<file path="config.mk">
export PLATFORM = sky130hd
export DESIGN_NAME = uart_rx_frame_fifo_flat
export DESIGN_NICKNAME = d
export VERILOG_FILES = /design/src/rtl/uart_rx_frame_fifo_pkg.sv /design/src/rtl/uart_rx_frame_fifo_if.sv /design/src/rtl/uart_rx_fifo_mem.sv /design/src/rtl/uart_rx_frame_fifo.sv /design/src/flat_wrapper.sv
export SDC_FILE = /design/constraint.sdc
export NUM_CORES = 1
export LEC_CHECK = 0
export ABC_AREA = 1
export CORE_UTILIZATION = 50
export DETAILED_ROUTE_END_ITERATION = 16
export PLACE_DENSITY = 0.8
export SLEW_MARGIN = 30
export SYNTH_ARGS = -nofsm -noshare
export SYNTH_HDL_FRONTEND = slang
export SYNTH_SLANG_ARGS = --single-unit
</file>
<file path="constraint.sdc">
create_clock -name clk2 -period 8.1 [get_ports clk2]
set_clock_uncertainty 0.1 [all_clocks]
set_input_delay 1.62 -clock clk2 [delete_from_list [all_inputs] [get_ports clk2]]
set_output_delay 1.62 -clock clk2 [all_outputs]
set_load 0.05 [all_outputs]
</file>
<file path="src/rtl/uart_rx_frame_fifo_pkg.sv">
// Shared UART RX definitions: payload width, stored-entry flag positions and
// the drop-counter type with its saturating increment.
package uart_rx_frame_fifo_pkg;

    localparam int UART_DATA_WIDTH = 8;

    // Error flags sit directly above the payload in a stored entry.
    localparam int PERR_BIT     = UART_DATA_WIDTH;
    localparam int FERR_BIT     = UART_DATA_WIDTH + 1;
    localparam int ENTRY_FLAG_W = 2;

    localparam int DROP_CNT_W = 8;

    typedef logic [DROP_CNT_W-1:0] drop_cnt_t;

    localparam drop_cnt_t DROP_CNT_ONE = drop_cnt_t'(1);

    // Counter increment that sticks at all-ones instead of wrapping.
    function automatic drop_cnt_t drop_cnt_sat_inc(input drop_cnt_t cnt);
        return (cnt == '1) ? cnt : cnt + DROP_CNT_ONE;
    endfunction

endpackage

</file>
<file path="src/rtl/uart_rx_frame_fifo_if.sv">
// Frame-in / host-read bundle of the UART RX frame FIFO.
// slave: the FIFO side. master: the deserializer/host side driving it.
interface uart_rx_frame_fifo_if
    import uart_rx_frame_fifo_pkg::*;
#(
    parameter int DATA_WIDTH = UART_DATA_WIDTH,
    parameter int ADDR_W     = 3
);

    // Frame capture side
    logic [DATA_WIDTH-1:0] frame_data;
    logic                  frame_done;
    logic                  parity_err;
    logic                  stop_err;

    // Host read side
    logic                  rd_ready;
    logic                  rd_valid;
    logic [DATA_WIDTH-1:0] rd_data;
    logic                  rd_perr;
    logic                  rd_ferr;

    // Status
    logic [ADDR_W:0]       level;
    logic                  full;
    logic                  empty;
    logic                  overflow;
    logic                  clr_overflow;
    drop_cnt_t             drop_cnt;

    modport slave (
        input  frame_data, frame_done, parity_err, stop_err, rd_ready, clr_overflow,
        output rd_valid, rd_data, rd_perr, rd_ferr, level, full, empty, overflow, drop_cnt
    );

    modport master (
        output frame_data, frame_done, parity_err, stop_err, rd_ready, clr_overflow,
        input  rd_valid, rd_data, rd_perr, rd_ferr, level, full, empty, overflow, drop_cnt
    );

endinterface

</file>
<file path="src/rtl/uart_rx_fifo_mem.sv">
// DEPTH x WIDTH register array for the RX frame FIFO: cleared on reset,
// one synchronous write port, one combinational read port.
module uart_rx_fifo_mem #(
    parameter int WIDTH  = 10,
    parameter int DEPTH  = 8,
    parameter int ADDR_W = 3
) (
    input  logic              clk2,
    input  logic              rst,
    input  logic              we,
    input  logic [ADDR_W-1:0] waddr,
    input  logic [WIDTH-1:0]  wdata,
    input  logic [ADDR_W-1:0] raddr,
    output logic [WIDTH-1:0]  rdata
);

    logic [WIDTH-1:0] mem_q [DEPTH];
    logic [WIDTH-1:0] mem_d [DEPTH];

    // Next array contents: only the addressed word changes on a write.
    always_comb begin
        mem_d = mem_q;
        if (we) begin
            mem_d[waddr] = wdata;
        end
    end

    // Storage registers, zeroed by the asynchronous reset.
    always_ff @(posedge clk2 or negedge rst) begin
        if (!rst) begin
            for (int i = 0; i < DEPTH; i++) begin
                mem_q[i] <= '0;
            end
        end else begin
            mem_q <= mem_d;
        end
    end

    assign rdata = mem_q[raddr];

endmodule

</file>
<file path="src/rtl/uart_rx_frame_fifo.sv">
// UART RX frame FIFO: stores {stop_err, parity_err, data} on each frame_done
// strobe and presents the oldest entry to the host first-word-fall-through.
// Tracks fill level, a sticky overflow flag and a saturating drop counter.
module uart_rx_frame_fifo
    import uart_rx_frame_fifo_pkg::*;
#(
    parameter int DATA_WIDTH = UART_DATA_WIDTH,
    parameter int DEPTH      = 8,
    parameter int ADDR_W     = 3,
    parameter int DROP_ERR   = 0
) (
    input logic                 clk2,
    input logic                 rst,
    uart_rx_frame_fifo_if.slave bus
);

    localparam int              ENTRY_W     = DATA_WIDTH + ENTRY_FLAG_W;
    localparam int              PERR_IDX    = DATA_WIDTH + (PERR_BIT - UART_DATA_WIDTH);
    localparam int              FERR_IDX    = DATA_WIDTH + (FERR_BIT - UART_DATA_WIDTH);
    localparam logic            DROP_ERR_EN = (DROP_ERR != 0);
    localparam logic [ADDR_W:0] PTR_ONE     = (ADDR_W+1)'(1);

    // Pointers carry one extra wrap bit so full and empty are distinguishable.
    logic [ADDR_W:0] wr_ptr_q, wr_ptr_d;
    logic [ADDR_W:0] rd_ptr_q, rd_ptr_d;
    logic [ADDR_W:0] level_q,  level_d;
    logic            overflow_q, overflow_d;
    drop_cnt_t       drop_cnt_q, drop_cnt_d;

    logic               full;
    logic               empty;
    logic               rd_valid;
    logic               pop;
    logic               frame_bad;
    logic               push_req;
    logic               push;
    logic               ovf_evt;
    logic [ENTRY_W-1:0] wr_entry;
    logic [ENTRY_W-1:0] rd_entry;

    assign full  = (wr_ptr_q[ADDR_W-1:0] == rd_ptr_q[ADDR_W-1:0]) &&
                   (wr_ptr_q[ADDR_W] != rd_ptr_q[ADDR_W]);
    assign empty = (wr_ptr_q == rd_ptr_q);

    assign rd_valid  = !empty;
    assign pop       = rd_valid && bus.rd_ready;
    assign frame_bad = bus.parity_err || bus.stop_err;
    // Errored frames filtered out here never count as overflow.
    assign push_req  = bus.frame_done && !(DROP_ERR_EN && frame_bad);
    // A pop in the same cycle frees the head slot, so a full FIFO still accepts.
    assign push      = push_req && (!full || pop);
    assign ovf_evt   = push_req && full && !pop;

    // Pack the incoming frame into a storage entry.
    always_comb begin
        wr_entry                   = '0;
        wr_entry[DATA_WIDTH-1:0]   = bus.frame_data;
        wr_entry[PERR_IDX]         = bus.parity_err;
        wr_entry[FERR_IDX]         = bus.stop_err;
    end

    uart_rx_fifo_mem #(
        .WIDTH  (ENTRY_W),
        .DEPTH  (DEPTH),
        .ADDR_W (ADDR_W)
    ) u_mem (
        .clk2   (clk2),
        .rst    (rst),
        .we     (push),
        .waddr  (wr_ptr_q[ADDR_W-1:0]),
        .wdata  (wr_entry),
        .raddr  (rd_ptr_q[ADDR_W-1:0]),
        .rdata  (rd_entry)
    );

    // Pointer and level update; simultaneous push and pop leave level unchanged.
    always_comb begin
        wr_ptr_d = wr_ptr_q;
        rd_ptr_d = rd_ptr_q;
        level_d  = level_q;
        if (push) begin
            wr_ptr_d = wr_ptr_q + PTR_ONE;
        end
        if (pop) begin
            rd_ptr_d = rd_ptr_q + PTR_ONE;
        end
        if (push && !pop) begin
            level_d = level_q + PTR_ONE;
        end else if (pop && !push) begin
            level_d = level_q - PTR_ONE;
        end
    end

    // Overflow bookkeeping; a lost frame outranks a clear in the same cycle.
    always_comb begin
        overflow_d = overflow_q;
        drop_cnt_d = drop_cnt_q;
        if (ovf_evt) begin
            overflow_d = 1'b1;
            drop_cnt_d = bus.clr_overflow ? DROP_CNT_ONE : drop_cnt_sat_inc(drop_cnt_q);
        end else if (bus.clr_overflow) begin
            overflow_d = 1'b0;
            drop_cnt_d = '0;
        end
    end

    // Control registers, cleared by the asynchronous reset.
    always_ff @(posedge clk2 or negedge rst) begin
        if (!rst) begin
            wr_ptr_q   <= '0;
            rd_ptr_q   <= '0;
            level_q    <= '0;
            overflow_q <= 1'b0;
            drop_cnt_q <= '0;
        end else begin
            wr_ptr_q   <= wr_ptr_d;
            rd_ptr_q   <= rd_ptr_d;
            level_q    <= level_d;
            overflow_q <= overflow_d;
            drop_cnt_q <= drop_cnt_d;
        end
    end

    assign bus.rd_valid = rd_valid;
    assign bus.rd_data  = rd_entry[DATA_WIDTH-1:0];
    assign bus.rd_perr  = rd_entry[PERR_IDX];
    assign bus.rd_ferr  = rd_entry[FERR_IDX];
    assign bus.level    = level_q;
    assign bus.full     = full;
    assign bus.empty    = empty;
    assign bus.overflow = overflow_q;
    assign bus.drop_cnt = drop_cnt_q;

endmodule

</file>
<file path="src/flat_wrapper.sv">
// flat-port wrapper written by rule: the top's interface ports become plain ports
module uart_rx_frame_fifo_flat import uart_rx_frame_fifo_pkg::*;
#(
    parameter int DATA_WIDTH = UART_DATA_WIDTH,
    parameter int DEPTH      = 8,
    parameter int ADDR_W     = 3,
    parameter int DROP_ERR   = 0
)
  (clk2, rst, bus_frame_data, bus_frame_done, bus_parity_err, bus_stop_err, bus_rd_ready, bus_clr_overflow, bus_rd_valid, bus_rd_data, bus_rd_perr, bus_rd_ferr, bus_level, bus_full, bus_empty, bus_overflow, bus_drop_cnt);
  uart_rx_frame_fifo_if #(.DATA_WIDTH(DATA_WIDTH), .ADDR_W(ADDR_W)) bus_i ();
  input logic clk2;
  input logic rst;
  input wire logic [$bits(bus_i.frame_data)-1:0] bus_frame_data;
  input wire logic [$bits(bus_i.frame_done)-1:0] bus_frame_done;
  input wire logic [$bits(bus_i.parity_err)-1:0] bus_parity_err;
  input wire logic [$bits(bus_i.stop_err)-1:0] bus_stop_err;
  input wire logic [$bits(bus_i.rd_ready)-1:0] bus_rd_ready;
  input wire logic [$bits(bus_i.clr_overflow)-1:0] bus_clr_overflow;
  output wire logic [$bits(bus_i.rd_valid)-1:0] bus_rd_valid;
  output wire logic [$bits(bus_i.rd_data)-1:0] bus_rd_data;
  output wire logic [$bits(bus_i.rd_perr)-1:0] bus_rd_perr;
  output wire logic [$bits(bus_i.rd_ferr)-1:0] bus_rd_ferr;
  output wire logic [$bits(bus_i.level)-1:0] bus_level;
  output wire logic [$bits(bus_i.full)-1:0] bus_full;
  output wire logic [$bits(bus_i.empty)-1:0] bus_empty;
  output wire logic [$bits(bus_i.overflow)-1:0] bus_overflow;
  output wire logic [$bits(bus_i.drop_cnt)-1:0] bus_drop_cnt;
  assign bus_i.frame_data = bus_frame_data;
  assign bus_i.frame_done = bus_frame_done;
  assign bus_i.parity_err = bus_parity_err;
  assign bus_i.stop_err = bus_stop_err;
  assign bus_i.rd_ready = bus_rd_ready;
  assign bus_i.clr_overflow = bus_clr_overflow;
  assign bus_rd_valid = bus_i.rd_valid;
  assign bus_rd_data = bus_i.rd_data;
  assign bus_rd_perr = bus_i.rd_perr;
  assign bus_rd_ferr = bus_i.rd_ferr;
  assign bus_level = bus_i.level;
  assign bus_full = bus_i.full;
  assign bus_empty = bus_i.empty;
  assign bus_overflow = bus_i.overflow;
  assign bus_drop_cnt = bus_i.drop_cnt;
  uart_rx_frame_fifo #(.DATA_WIDTH(DATA_WIDTH), .DEPTH(DEPTH), .ADDR_W(ADDR_W), .DROP_ERR(DROP_ERR)) u_core (.clk2(clk2), .rst(rst), .bus(bus_i));
endmodule
</file>
==> results of run 1 <==
-- flip-flops by register name (all words and copies together) (netlist names) --
register / cells
u_core.u_mem.mem_q: 80
u_core.wr_ptr_q: 4
u_core.bus.drop_cnt: 8
u_core.rd_ptr_q: 4
u_core.bus.level: 4
u_core.bus.overflow: 1
-- worst max-delay path: cells and delay by family, from the launching register on --
kind	cells	cell delay, ps
buf+inv	3	1420
flops	1	580
simple gates	3	460
-- per-layer routing --
metal  part of all wire, %  GRT usage [%]
met5                     0              0
met4                   3.2           12.6
met3                   6.7           3.83
met2                    49           43.1
met1                    41           35.7
-- through the flow --
| step | instance area [um2] | power [mW] | worst slack [ps] | util, % |
|---|---|---|---|---|
| 2_1_floorplan | 5370 | 1.78 | 4450 | - |
| 3_3_place_gp | 5720 | 2.11 | 3220 | 55.1 |
| 3_5_place_dp | 5720 | 2.16 | 3040 | 55.1 |
| 4_1_cts | 5900 | 2.46 | 3450 | 56.9 |
| 5_1_grt | 5920 | 2.64 | 3410 | 57.1 |
| 6_report | 5920 | 2.48 | 3530 | 57.1 |
-- report_power, final --
group | switching [mW] | internal [mW]
clock | 0.186 | 0.122
sequential | 0.145 | 0.713
combinational | 0.888 | 0.423
total | 1.22 | 1.26
-- cell usage after synthesis (all sizes together) --
cell type	n	area share, %
nor3	4	0.37
mux2	1	0.21
dfrtp	101	47
ha	6	1.4
buf	17	1.8
a21oi	4	0.37
nand2	235	17
o21ai	25	2.3
o21bai	1	0.14
nand3	31	4.8
nor2	79	5.8
xor2	4	0.65
inv	17	1.2
clkbuf	37	2.8
fa	1	0.37
nand4	83	9.7
xnor2	7	1.1
o32ai	20	3.3
-- kinds of logic (layout without fill, tap and decap cells) --
logic type	after synthesis	after routing	share of synthesized area, %
simple gates	432	432	37.3
flops	101	101	47.1
buf+inv	71	77	5.76
compound gates	50	50	6.11
xor+xnor	11	11	1.79
fa+ha+maj	7	7	1.77
mux	1	1	0.210
-- worst min-delay path by stage --
stage | from | end | slack (ps) | depth (start not counted)
global placement | u_core.u_mem.mem_q[57] | u_core.u_mem.mem_q[57] | 350 | 2
detailed placement | u_core.u_mem.mem_q[17] | u_core.u_mem.mem_q[17] | 350 | 2
global route | u_core.bus.level[3] | u_core.bus.level[3] | 400 | 1
floorplan | u_core.u_mem.mem_q[10] | u_core.u_mem.mem_q[10] | 340 | 2
CTS | u_core.u_mem.mem_q[17] | u_core.u_mem.mem_q[17] | 380 | 2
finish | u_core.u_mem.mem_q[17] | u_core.u_mem.mem_q[17] | 370 | 2
-- cell type report --
class | count | area share, %
Timing Repair Buffer | 44 | 7.21
Sequential cell | 101 | 42.7
Multi-Input combinational cell | 501 | 43.1
Tap cell | 136 | 2.87
Clock inverter | 6 | 0.761
Clock buffer | 10 | 2.32
Inverter | 17 | 1.08
==> results.cfg, run 1 <==
[yosys]
seq_area_frac_synth_pct = 47.1
netlist_area_um2 = 5370
synthDistinctLibCells = 27
ys_warn_count = 0
syn_area_per_cell_um2 = 7.98
syn_nets = 695
synth_seq_cells = 101
synthCells = 673

[global_routing]
gr-usage-all-layers_pct = 26.7
antenna_found_initial = 0
grt_pass1_vias = 4758
grt-ovfl-total = 0
grt_max_degree = 92
grt_first_pass_wirelength_um = 23300

[timing]
slew_viol_final = 0
fin_crit_ps = 4570
slew_headroom_pct = 30.3
period_share_pct = 56.5
max_freq_mhz = 219
worst_slew_pin_slew_ps = 1040
tns_ps = 0
finalSetupViolations = 0
hold_viol = 0
whs_ps = 374
rsz0062_at_grt = false

[die]
num_rows = 37
fp.dieH_um = 106
start_util_pct = 51.8
fp.dieW_um = 106
fp.dieArea_um2 = 11200
core_area_um2 = 10400
pin_count = 41

[routing]
drtPass1Iterations = 5
wire_per_inst_um = 17.1
drt-total-wl_um = 13900
route.detailed.drc = 0
ant_nets = 0
drt_iter0_drc = 492
vias = 4868
vias_per_cell = 5.97

[setup_path]
slowest_delay_ps = 800
worstReg2RegEnd = u_core.bus.level[3]
reg2reg_slack_ps = 4040
reg2reg_depth = 16
cp.arrival_ps = 2850
timing.critical_path.cells = inv_1, nand2_1, nand2_1, nand4_1, inv_1, clkdlybuf4s50_1
worstPathRequired_ps = 6380
startpoint_type = flop
critical_path.startpoint = u_core.rd_ptr_q[2]
path_class = reg2out
endpoint = bus_empty
slowest_stage = clkdlybuf4s50_1
worst-path-max-fanout = 13
cp-end-kind = output port
r2r-start = u_core.rd_ptr_q[2]

[cells_and_area]
syn_to_final_growth_pct = 10.3
multi_input_area_um2 = 2550
fin_nets = 696
stdcell_count = 815
register_area_um2 = 2530
n_antenna_cell = 0
layout_commonest_cell = nand2_1
mostFrequentLayoutCells = nand2_1 (234), dfrtp_1 (101), nand4_1 (83)
fillerInstances = 935
drive_above_1_share_pct = 6.19

[clock_tree]
cts_setup_buffers = 0
htreeDepth = 3
clock_tree.root_cell = clkbuf_8
cts_tree = yes
cts.sinks = 101
cts_hold_buf = 0
cts_inserted_buffers = 9
clk_latency_ps = 380
post_cts_resize_count = 0
path_clk_slew_ps = 100
clock_path_buffers = 2

[worst_hold_path]
hp-class = reg2reg

[power]
max-vdd-ir-drop_uv = 211
cellPowerDensity_nw_per_um2 = 418
leakage_nw = 2.83

[placement]
place_congestion = 0.833
place_inst = 799
dp_hpwl_um = 8600
port_buffers = 40

[job]
drv_cap = 0

[run_status]
status = finished clean
(Power assumes the default switching activity.)
==> run 2: changes to the inputs <==
clock period = 4.3 ns   (was 8.1 ns; I/O delays follow)
==> results.cfg, run 2 (synthesis gave the netlist of run 1 again) <==
[cells_and_area]
multi_input_area_um2 = 2540
largest_register_ffs = 80
n_antenna_cell = 0
register_area_um2 = 2530
mostFrequentLayoutCells = nand2_1 (234), dfrtp_1 (100), nand4_1 (83)
drive_above_1_share_pct = 7.02
regMostFlops = u_core.u_mem.mem_q
syn_to_final_growth_pct = 11.4
stdcell_count = 820
fin_nets = 701
layout_commonest_cell = nand2_1
fillerInstances = 939

[setup_path]
worstPathRequired_ps = 3340
cp-end-kind = output port
slowest_delay_ps = 800
critical-path-top-delay-family = buffers and inverters
timing.critical_path.cells = inv_1, nand2_1, nand2_1, nand4_1, inv_1, clkdlybuf4s50_1
startpoint_type = flop
cp.arrival_ps = 2840
worst-path-max-fanout = 13
crit_buf_inv = 3
path_class = reg2out
slowest_stage = clkdlybuf4s50_1

[timing]
period_share_pct = 88.5
hold_viol = 0
rsz0062_at_grt = false
tns_ps = 0
whs_ps = 329
slew_viol_final = 0
worst_slew_pin_slew_ps = 991
slew_headroom_pct = 33.7
finalSetupViolations = 0
fin_crit_ps = 3800
max_freq_mhz = 263

[clock_tree]
cts_inserted_buffers = 9
clock_tree.root_cell = clkbuf_8
cts_hold_buf = 0
clk_latency_ps = 380
cts_setup_buffers = 0
cts.sinks = 101
post_cts_resize_count = 0
cts_tree = yes
path_clk_slew_ps = 120
htreeDepth = 3
clock_path_buffers = 2

[routing]
ant_nets = 0
vias_per_cell = 5.91
vias = 4849
drt_iter0_drc = 617
route.detailed.drc = 0
wire_per_inst_um = 17.1
drt-total-wl_um = 14000
drtPass1Iterations = 5

[die]
core_area_um2 = 10400
num_rows = 37
fp.dieH_um = 106
pin_count = 41
fp.dieW_um = 106
start_util_pct = 51.8
fp.dieArea_um2 = 11200

[power]
cellPowerDensity_nw_per_um2 = 788
max-vdd-ir-drop_uv = 495
leakage_nw = 2.88

[worst_hold_path]
hp-class = in2async

[global_routing]
grt_max_degree = 91
grt_pass1_vias = 4675
grt_first_pass_wirelength_um = 22900
grt-ovfl-total = 0
gr-usage-all-layers_pct = 26.2
antenna_found_initial = 0

[job]
drv_cap = 0

[placement]
dp_hpwl_um = 8670
place_congestion = 0.866
place_inst = 804
port_buffers = 40

[run_status]
status = finished clean
## run 2: where the power goes
part	internal, mW	switching, mW	total (mW)
sequential	1.34	0.333	1.68
combinational	0.812	1.60	2.41
clock	0.235	0.391	0.625
## run 2: through the flow
stage | utilization, % | setup WS (ps) | power, mW | area (um2)
after floorplan | - | 1270 | 3.36 | 5370
after global placement | 55.5 | 795 | 3.99 | 5750
after detailed placement | 55.6 | 953 | 4.07 | 5760
after CTS | 57.6 | 534 | 4.70 | 5970
after global routing | 57.7 | 351 | 5.02 | 5980
final | 57.7 | 496 | 4.71 | 5980
## run 2: final cells by class
cell class,instances,share of cell area [%]
Clock buffer,9,2.07
Clock inverter,7,1.44
Inverter,17,1.07
Multi-Input combinational cell,501,42.5
Sequential cell,101,42.3
Tap cell,136,2.84
Timing Repair Buffer,49,7.82
## run 2: worst register-to-register path: stages, from the launching register on
cell	delay, ps
dfrtp_1	580
inv_1	510
nand2_1	120
nand2_1	120
nand3_2	100
nor2_4	160
nand2_4	60
nand2_1	170
inv_1	110
ha_1	210
inv_1	130
ha_1	290
a21oi_1	160
nand2_1	70
a21oi_1	110
o21ai_0	120
xnor2_1	140
## run 2: per-layer routing
metal | share of wire [%] | GRT usage (%) | wire length (um)
met4 | 3.0 | 12.1 | 418
met1 | 42 | 34.9 | 5920
met3 | 6.8 | 3.77 | 952
met5 | 0 | 0 | 0
met2 | 48 | 42.4 | 6690
## run 2: worst paths after layout
path | start | end | slack [ps] | cells after the start
min in group clk2 | u_core.u_mem.mem_q[59] | u_core.u_mem.mem_q[59] | 380 | 2
max in group asynchronous | rst | u_core.u_mem.mem_q[4] | 2930 | 2
min reg2reg | u_core.u_mem.mem_q[59] | u_core.u_mem.mem_q[59] | 380 | 2
min | rst | u_core.bus.drop_cnt[1] | 330 | 1
max reg2reg | u_core.rd_ptr_q[2] | u_core.bus.level[3] | 950 | 16
max | u_core.rd_ptr_q[2] | bus_empty | 500 | 6
